`src/rtl/pcie_dest_drain_if.sv`:
```
// FIFO-side read signals and merged output stream of the destination drain stage.
// The master modport is the drain itself; the slave modport is the FIFO/sink environment.
interface pcie_dest_drain_if #(
    parameter int BITNUMBER = 6
) ();
    logic [BITNUMBER-1:0] data_out0;
    logic [BITNUMBER-1:0] data_out1;
    logic                 D0_can_pop;
    logic                 D1_can_pop;
    logic                 D0_valid_read;
    logic                 D1_valid_read;
    logic                 pop_D0;
    logic                 pop_D1;
    logic [BITNUMBER-1:0] out_data;
    logic                 out_valid;
    logic                 out_dest;
    logic                 out_ready;

    modport master (
        input  data_out0, data_out1, D0_can_pop, D1_can_pop,
        input  D0_valid_read, D1_valid_read, out_ready,
        output pop_D0, pop_D1, out_data, out_valid, out_dest
    );

    modport slave (
        output data_out0, data_out1, D0_can_pop, D1_can_pop,
        output D0_valid_read, D1_valid_read, out_ready,
        input  pop_D0, pop_D1, out_data, out_valid, out_dest
    );
endinterface

```
`src/rtl/pcie_dest_drain.sv`:
```
// Round-robin drain of the D0/D1 destination FIFOs into one registered valid/ready stream,
// with saturating per-destination word counters and a sticky read-protocol error flag.
module pcie_dest_drain #(
    parameter int BITNUMBER = 6,
    parameter int CNT_WIDTH = 8
) (
    input  logic                 clk,
    input  logic                 reset,
    pcie_dest_drain_if.master    bus,
    input  logic                 cnt_clr,
    output logic [CNT_WIDTH-1:0] cnt_D0,
    output logic [CNT_WIDTH-1:0] cnt_D1,
    output logic                 rd_err,
    output logic [1:0]           drain_state
);

    typedef enum logic [1:0] {
        IDLE = 2'd0,
        READ = 2'd1,
        HOLD = 2'd2
    } state_e;

    state_e                 state_q, state_d;
    logic                   sel_q, sel_d;
    logic                   rr_last_q, rr_last_d;
    logic                   pop_D0_q, pop_D0_d;
    logic                   pop_D1_q, pop_D1_d;
    logic [BITNUMBER-1:0]   out_data_q, out_data_d;
    logic                   out_valid_q, out_valid_d;
    logic                   out_dest_q, out_dest_d;
    logic [CNT_WIDTH-1:0]   cnt_D0_q, cnt_D0_d;
    logic [CNT_WIDTH-1:0]   cnt_D1_q, cnt_D1_d;
    logic                   rd_err_q, rd_err_d;

    logic                   can_any;
    logic                   winner;
    logic                   vr_sel;
    logic                   vr_other;
    logic [BITNUMBER-1:0]   sel_data;

    function automatic logic [CNT_WIDTH-1:0] sat_inc(input logic [CNT_WIDTH-1:0] v);
        return (&v) ? v : v + 1'b1;
    endfunction

    // NOTE: every signal assigned in always_comb gets a default first, so no path leaves it
    // unassigned and no latch is inferred.
    always_comb begin
        can_any  = bus.D0_can_pop | bus.D1_can_pop;
        winner   = (bus.D0_can_pop & bus.D1_can_pop) ? ~rr_last_q : bus.D1_can_pop;
        vr_sel   = sel_q ? bus.D1_valid_read : bus.D0_valid_read;
        vr_other = sel_q ? bus.D0_valid_read : bus.D1_valid_read;
        sel_data = sel_q ? bus.data_out1 : bus.data_out0;

        state_d     = state_q;
        sel_d       = sel_q;
        rr_last_d   = rr_last_q;
        pop_D0_d    = 1'b0;
        pop_D1_d    = 1'b0;
        out_data_d  = out_data_q;
        out_valid_d = out_valid_q;
        out_dest_d  = out_dest_q;
        cnt_D0_d    = cnt_D0_q;
        cnt_D1_d    = cnt_D1_q;
        rd_err_d    = rd_err_q;

        case (state_q)
            IDLE: begin
                if (can_any) begin
                    pop_D0_d = ~winner;
                    pop_D1_d = winner;
                    sel_d    = winner;
                    state_d  = READ;
                end
            end
            READ: begin
                if (vr_other) rd_err_d = 1'b1;
                // The first READ cycle carries the pop strobe; the FIFO answers one cycle later.
                if (!(pop_D0_q | pop_D1_q)) begin
                    if (vr_sel) begin
                        out_data_d  = sel_data;
                        out_dest_d  = sel_q;
                        out_valid_d = 1'b1;
                        rr_last_d   = sel_q;
                        state_d     = HOLD;
                        if (sel_q) cnt_D1_d = sat_inc(cnt_D1_q);
                        else       cnt_D0_d = sat_inc(cnt_D0_q);
                    end else begin
                        rd_err_d = 1'b1;
                        state_d  = IDLE;
                    end
                end
            end
            HOLD: begin
                if (out_valid_q && bus.out_ready) begin
                    out_valid_d = 1'b0;
                    if (can_any) begin
                        pop_D0_d = ~winner;
                        pop_D1_d = winner;
                        sel_d    = winner;
                        state_d  = READ;
                    end else begin
                        state_d  = IDLE;
                    end
                end
            end
            default: state_d = IDLE;
        endcase

        // Clear has priority over a coinciding increment or error.
        if (cnt_clr) begin
            cnt_D0_d = '0;
            cnt_D1_d = '0;
            rd_err_d = 1'b0;
        end
    end

    // NOTE: sequential state uses non-blocking assignments so every flop samples
    // pre-edge values regardless of statement order.
    always_ff @(posedge clk or negedge reset) begin
        if (!reset) begin
            state_q     <= IDLE;
            sel_q       <= 1'b0;
            rr_last_q   <= 1'b1;
            pop_D0_q    <= 1'b0;
            pop_D1_q    <= 1'b0;
            out_data_q  <= '0;
            out_valid_q <= 1'b0;
            out_dest_q  <= 1'b0;
            cnt_D0_q    <= '0;
            cnt_D1_q    <= '0;
            rd_err_q    <= 1'b0;
        end else begin
            state_q     <= state_d;
            sel_q       <= sel_d;
            rr_last_q   <= rr_last_d;
            pop_D0_q    <= pop_D0_d;
            pop_D1_q    <= pop_D1_d;
            out_data_q  <= out_data_d;
            out_valid_q <= out_valid_d;
            out_dest_q  <= out_dest_d;
            cnt_D0_q    <= cnt_D0_d;
            cnt_D1_q    <= cnt_D1_d;
            rd_err_q    <= rd_err_d;
        end
    end

    assign bus.pop_D0    = pop_D0_q;
    assign bus.pop_D1    = pop_D1_q;
    assign bus.out_data  = out_data_q;
    assign bus.out_valid = out_valid_q;
    assign bus.out_dest  = out_dest_q;
    assign cnt_D0        = cnt_D0_q;
    assign cnt_D1        = cnt_D1_q;
    assign rd_err        = rd_err_q;
    assign drain_state   = state_q;

endmodule
```
`src/flat_wrapper.sv`:
```
// flat-port wrapper written by rule: the top's interface ports become plain ports
module pcie_dest_drain_flat 
#(
    parameter int BITNUMBER = 6,
    parameter int CNT_WIDTH = 8
)
  (clk, reset, cnt_clr, cnt_D0, cnt_D1, rd_err, drain_state, bus_data_out0, bus_data_out1, bus_D0_can_pop, bus_D1_can_pop, bus_D0_valid_read, bus_D1_valid_read, bus_out_ready, bus_pop_D0, bus_pop_D1, bus_out_data, bus_out_valid, bus_out_dest);
  pcie_dest_drain_if #(.BITNUMBER(BITNUMBER)) bus_i ();
  input  logic clk;
  input  logic reset;
  input  logic cnt_clr;
  output logic [CNT_WIDTH-1:0] cnt_D0;
  output logic [CNT_WIDTH-1:0] cnt_D1;
  output logic rd_err;
  output logic [1:0] drain_state;
  input wire logic [$bits(bus_i.data_out0)-1:0] bus_data_out0;
  input wire logic [$bits(bus_i.data_out1)-1:0] bus_data_out1;
  input wire logic [$bits(bus_i.D0_can_pop)-1:0] bus_D0_can_pop;
  input wire logic [$bits(bus_i.D1_can_pop)-1:0] bus_D1_can_pop;
  input wire logic [$bits(bus_i.D0_valid_read)-1:0] bus_D0_valid_read;
  input wire logic [$bits(bus_i.D1_valid_read)-1:0] bus_D1_valid_read;
  input wire logic [$bits(bus_i.out_ready)-1:0] bus_out_ready;
  output wire logic [$bits(bus_i.pop_D0)-1:0] bus_pop_D0;
  output wire logic [$bits(bus_i.pop_D1)-1:0] bus_pop_D1;
  output wire logic [$bits(bus_i.out_data)-1:0] bus_out_data;
  output wire logic [$bits(bus_i.out_valid)-1:0] bus_out_valid;
  output wire logic [$bits(bus_i.out_dest)-1:0] bus_out_dest;
  assign bus_i.data_out0 = bus_data_out0;
  assign bus_i.data_out1 = bus_data_out1;
  assign bus_i.D0_can_pop = bus_D0_can_pop;
  assign bus_i.D1_can_pop = bus_D1_can_pop;
  assign bus_i.D0_valid_read = bus_D0_valid_read;
  assign bus_i.D1_valid_read = bus_D1_valid_read;
  assign bus_i.out_ready = bus_out_ready;
  assign bus_pop_D0 = bus_i.pop_D0;
  assign bus_pop_D1 = bus_i.pop_D1;
  assign bus_out_data = bus_i.out_data;
  assign bus_out_valid = bus_i.out_valid;
  assign bus_out_dest = bus_i.out_dest;
  pcie_dest_drain #(.BITNUMBER(BITNUMBER), .CNT_WIDTH(CNT_WIDTH)) u_core (.clk(clk), .reset(reset), .bus(bus_i), .cnt_clr(cnt_clr), .cnt_D0(cnt_D0), .cnt_D1(cnt_D1), .rd_err(rd_err), .drain_state(drain_state));
endmodule
```
`config.mk`:
```
export PLATFORM = sky130hd
export DESIGN_NAME = pcie_dest_drain_flat
export DESIGN_NICKNAME = d
export VERILOG_FILES = /design/src/rtl/pcie_dest_drain_if.sv /design/src/rtl/pcie_dest_drain.sv /design/src/flat_wrapper.sv
export SDC_FILE = /design/constraint.sdc
export NUM_CORES = 1
export LEC_CHECK = 0
export BUFFER_PORTS_ARGS = -buffer_cell sky130_fd_sc_hd__buf_2
export CORE_MARGIN = 3
export CORE_UTILIZATION = 50
export DETAILED_ROUTE_END_ITERATION = 6
export GPL_ROUTABILITY_DRIVEN = 0
export GPL_TIMING_DRIVEN = 0
export PLACE_DENSITY_LB_ADDON = 0.05
export REMOVE_ABC_BUFFERS = 1
export SLEW_MARGIN = 10
export SYNTH_ARGS = -nofsm -noshare
export SYNTH_HDL_FRONTEND = slang
export SYNTH_SLANG_ARGS = --single-unit
```
`constraint.sdc`:
```
create_clock -name clk -period 2 [get_ports clk]
set_input_delay 0.4 -clock clk [delete_from_list [all_inputs] [get_ports clk]]
set_output_delay 0.4 -clock clk [all_outputs]
set_load 0.005 [all_outputs]
```
### Word level (Yosys, flattened, before mapping)

Cells that the tools add are included.

* bits in registers: 31
* output and inout bits: 29

* $add $sub $neg: 2
* equality and inequality tests: 10
* muxes and demuxes: 40
* bitwise logic cells: 6
* reductions and logical operators: 15

Operators by type and width (number)
* 8-bit two-way mux: 12
* 1-bit two-way mux: 18
* 8-bit by 1-bit adder with 8-bit output, second input constant: 2
* 8-bit AND reduction: 2
* 2-bit inequality test, second input constant: 5
* 5-bit AND reduction: 2
* 2-bit nonzero test: 5
* 2-bit two-way mux: 4
* 1-bit one-hot mux with 2 select lines: 4
* 6-bit two-way mux: 1
* 2-bit by 1-bit inequality test with 1-bit output, second input constant: 3
* 2-bit one-hot mux with 3 select lines: 1
* 3-bit AND reduction: 2
* 4-bit AND reduction: 1
* 1-bit inverter: 3
* 2-bit by 1-bit == test with 1-bit output, second input constant: 1
* 2-bit == test, second input constant: 1
* 2-bit zero test: 1
* 1-bit bitwise OR: 2
* 2-bit AND reduction: 1
* 1-bit AND: 1
* 1-bit logical AND: 1

### Logic depth before layout (Yosys ltp)

* depth after elaboration: 7
* depth in mapped cells: 6
* gate-level depth less buffers: 5

### Least setup slack after synthesis

Ideal clock, no wire load.

* path kind: register -> register
* start point: register u_core.cnt_D1_q[0] (netlist: u_core.cnt_D1[0])
* end point: register u_core.cnt_D1_q[5] (netlist: u_core.cnt_D1[5])
* data arrival time: 1.529 ns
* path slack: 0.346 ns
* stages on the path, launching flop included: 7
* path buffers: 1
* cell sequence: dfrtp_1 > ha_1 > nand3_1 > nor2_1 > clkbuf_1 > nor4_1 > mux2_2

* word-level cells in the longest chain between the ends: 7
* elaborated cells between the ends (all ways): 10
* those cells by class: 1 x add/sub; 1 x eq/ne; 6 x mux; 2 x reduce/logical

Ends and longest elaborated chain
* from (decl): RTL line pcie_dest_drain.sv:32 `logic [CNT_WIDTH-1:0] cnt_D1_q, cnt_D1_d;`
* from (signal assigned): RTL line pcie_dest_drain.sv:142 `cnt_D1_q <= cnt_D1_d;`
* 8-bit by 1-bit adder with 8-bit output: RTL line pcie_dest_drain.sv:42 `return (&v) ? v : v + 1'b1;`
* 8-bit two-way mux: RTL line pcie_dest_drain.sv:42
* 8-bit two-way mux: RTL line pcie_dest_drain.sv:85 `if (sel_q) cnt_D1_d = sat_inc(cnt_D1_q);`
* 8-bit two-way mux: RTL line pcie_dest_drain.sv:79 `if (vr_sel) begin`
* 8-bit two-way mux: RTL line pcie_dest_drain.sv:78 `if (!(pop_D0_q | pop_D1_q)) begin`
* 8-bit two-way mux: RTL line pcie_dest_drain.sv:66 `case (state_q)`
* 8-bit two-way mux: RTL line pcie_dest_drain.sv:110 `if (cnt_clr) begin`

Parallel ways exist; a longest one is shown, timed or not. The select of a mux whose other input is x is not followed.
A chain may end at the register's enable or synchronous reset.

### Final worst setup path

* start point: register u_core.sel_q
* end point: register u_core.cnt_D0_q[5] (netlist: u_core.cnt_D0[5])

* word-level cells in the longest chain between the ends: 3
* elaborated cells between the ends (all ways): 4
* those cells by class: 1 x eq/ne; 1 x mux; 2 x reduce/logical

Ends and longest elaborated chain
* from (decl): RTL line pcie_dest_drain.sv:24 `logic sel_q, sel_d;`
* from (signal assigned): RTL line pcie_dest_drain.sv:134 `sel_q <= sel_d;`
* 1-bit two-way mux: RTL line pcie_dest_drain.sv:50 `vr_sel = sel_q ? bus.D1_valid_read : bus.D0_valid_read;`
* 2-bit nonzero test (no source line)
* 5-bit AND reduction (no source line) *
* to (signal assigned): RTL line pcie_dest_drain.sv:141 `cnt_D0_q <= cnt_D0_d;`
* to (decl): RTL line pcie_dest_drain.sv:31 `logic [CNT_WIDTH-1:0] cnt_D0_q, cnt_D0_d;`

Every way passes the cells marked *; elsewhere a longest branch is shown, timed or not.

==> results.json <==
{
  "status": "finished, final reports clean",
  "via_per_inst": 5.69,
  "p_seq_frac": 0.473,
  "fin_cells": 253,
  "boundaryPins": 49,
  "drv_cap": 0,
  "dp.cells": 245,
  "yosys_warnings": 0,
  "route.detailed.drc": 0,
  "end_kind": "flop",
  "synth_area_um2": 1590,
  "finalSetupViolCount": 0,
  "netlist_instances": 161,
  "synthTopCellsByCount": "30 x dfrtp_1, 28 x a21oi_1, 15 x nor2_1",
  "synth_top_area_share": 0.471,
  "start_util": 0.550,
  "core_area_um2": 2900,
  "vias": 1439,
  "ys_types": 37,
  "slew_headroom": 0.511,
  "synthMostInstantiatedCell": "dfrtp_1",
  "cts_max_level": 2,
  "cp-start-kind": "flop",
  "tightest_slew_ps": 728,
  "syn_to_final_growth_pct": 22.4,
  "synth-main-ff-cell": "dfrtp_1",
  "layout-drive-gt1-share": 0.313,
  "fin_ws_ps": 136,
  "fillers": 261,
  "rows": 19,
  "die_height_um": 62.5,
  "place_ws_ps": -345,
  "p_leak_nw": 0.889,
  "path_clk_slew_ps": 100,
  "cts_root_buffer": "clkbuf_4",
  "comb_power_share": 0.322,
  "required_ps": 2250,
  "crit_path_max_fanout": 13,
  "die_area_um2": 3900,
  "rsz0062_at_grt": "no",
  "switchingPower_mw": 0.747,
  "yosys.area.top_type": "dfrtp_1",
  "drt-total-wl_mm": 3.60,
  "io_buffers": 48,
  "hold_buffers": 0,
  "grt_use_total": 0.190,
  "cts_tree": "yes",
  "holdCritPathClass": "input port to asynchronous set/reset pin",
  "antenna-diode-count": 0,
  "grt_pass1_vias": 1367,
  "peakVddDrop_uv": 778,
  "grt_pass1_wl_mm": 6.07,
  "synth_edf_count": 0,
  "nets": 232,
  "power_density_nw_per_um2": 1050,
  "swShare": 0.363,
  "ys_seq_area_frac": 0.487,
  "die_w_um": 62.5,
  "synth_area_leaders": "dfrtp_1 47%, a21oi_1 8.8%, mux2i_1 5.0%, o31ai_1 3.8%, or4_1 3.8%",
  "p_int_mw": 1.31,
  "synthArstFlopShare": 1.00,
  "max_freq_mhz": 536,
  "clock_latency_ps": 320,
  "clkPwrFrac": 0.205,
  "critical_path_class": "flop to flop",
  "timing.final.crit_share": 0.932,
  "cts_buffer_depth": 2,
  "final_max_slew_viol_count": 0,
  "antenna_found_initial": 0,
  "dp_hpwl_mm": 2.59,
  "clock-sinks": 31,
  "drtIter0Drc": 88,
  "grt_max_degree": 32,
  "cts_buffers": 5,
  "crit_arrival_ps": 2120,
  "detail-route-antenna-nets": 0,
  "drt_pass1_iterations": 4,
  "grt_overflow": 0,
  "syn_area_per_cell_um2": 9.90,
  "finClkSkew_ps": 2.80,
  "hold_violations": 0,
  "synth_seq_cells": 31,
  "fin_crit_ps": 1860,
  "wl_per_cell_um": 14.2
}
## critical path: stages (launching register included)
cell	delay, ps
dfrtp_2	560
nor4b_4	360
o21ai_2	180
or4_1	540
a21oi_1	160
## per-stage QoR
step / power, mW / hold WS (ps) / area [µm²] / utilization / TNS (ps)
2_1_floorplan: 1.35 / 104 / 1570 / - / 0
3_3_place_gp: 1.58 / 474 / 1860 / 0.642 / -1220
3_5_place_dp: 1.62 / 484 / 1860 / 0.642 / -1580
4_1_cts: 2.05 / 131 / 1940 / 0.668 / 0
5_1_grt: 2.20 / 156 / 1950 / 0.673 / 0
6_report: 2.06 / 113 / 1950 / 0.673 / 0
## state kept, by name, indices dropped and copies added, names as in the netlist
| register | cells |
|---|---|
| u_core.bus.pop_D1 | 1 |
| u_core.bus.out_dest | 1 |
| u_core.rd_err | 1 |
| u_core.bus.out_data | 6 |
| u_core.drain_state | 2 |
| u_core.cnt_D1 | 8 |
| u_core.sel_q | 1 |
| u_core.cnt_D0 | 8 |
| u_core.bus.out_valid | 1 |
| u_core.rr_last_q | 1 |
| u_core.bus.pop_D0 | 1 |
## what timing repair did
item                                    CTS  global route
buffers inserted                          0             0
gates resized for setup                   2             2
endpoints found under the setup margin    8             5
## power groups by stage
stage          Combinational, mW  Clock [mW]  Sequential, mW
2_1_floorplan              0.390           0           0.959
3_3_place_gp               0.618           0           0.964
3_5_place_dp               0.649           0           0.973
4_1_cts                    0.656       0.426           0.966
5_1_grt                    0.741       0.456            1.00
6_report                   0.662       0.422           0.972
## layer usage
metal  track usage  wire (µm)  share of wire
met2         0.326       1820           0.51
met3        0.0504        226          0.063
met5             0          0              0
met1         0.225       1510           0.42
met4        0.0744         47          0.013
## cells in the final DEF (no fill, tap or decap), types with 2 or more instances in the layout
cell type / instances
nand3_1: 6
clkbuf_8: 2
or3_1: 5
and3_1: 2
nor2_1: 14
nand2_1: 9
dfrtp_1: 29
o41ai_1: 4
o31ai_1: 8
buf_2: 48
nand4_1: 2
inv_1: 3
clkbuf_4: 5
a21oi_1: 28
or4_1: 8
o21ai_0: 5
mux2i_1: 8
ha_1: 2
## final timing paths
| path | from | end | slack (ps) | cells past startpoint |
|---|---|---|---|---|
| worst max register to register | u_core.sel_q$_DFFE_PN0P_ | u_core.cnt_D0[5]$_DFFE_PN0P_ | 140 | 4 |
| min in group clk | bus_D0_can_pop | u_core.bus.pop_D1$_DFF_PN0_ | 270 | 2 |
| worst min-delay path | reset | u_core.cnt_D1[6]$_DFFE_PN0P_ | 110 | 1 |
| worst min register to register | u_core.bus.out_data[2]$_DFFE_PN0P_ | u_core.bus.out_data[2]$_DFFE_PN0P_ | 540 | 2 |
| worst max-delay path | u_core.sel_q$_DFFE_PN0P_ | u_core.cnt_D0[5]$_DFFE_PN0P_ | 140 | 4 |
| max in group asynchronous | reset | u_core.sel_q$_DFFE_PN0P_ | 1400 | 1 |
## cell families (layout without fill, tap and decap cells)
group | count (synthesis) | after routing | synth area share
flops | 31 | 31 | 0.487
fa+ha+maj | 2 | 2 | 0.0157
buf+inv | 9 | 59 | 0.0235
compound gates | 52 | 52 | 0.201
simple gates | 58 | 58 | 0.215
mux | 9 | 9 | 0.0573
## cell type report
type / instances / area (µm²) / share of cell area
multi-input cells: 121 / 800 / 0.410
flip-flops and latches: 31 / 778 / 0.399
repair buffers: 48 / 240 / 0.123
clock buffers: 8 / 68.8 / 0.0353
well taps: 42 / 52.6 / 0.0269
inverters: 3 / 11.3 / 0.00577
(Power assumes the default switching activity.)
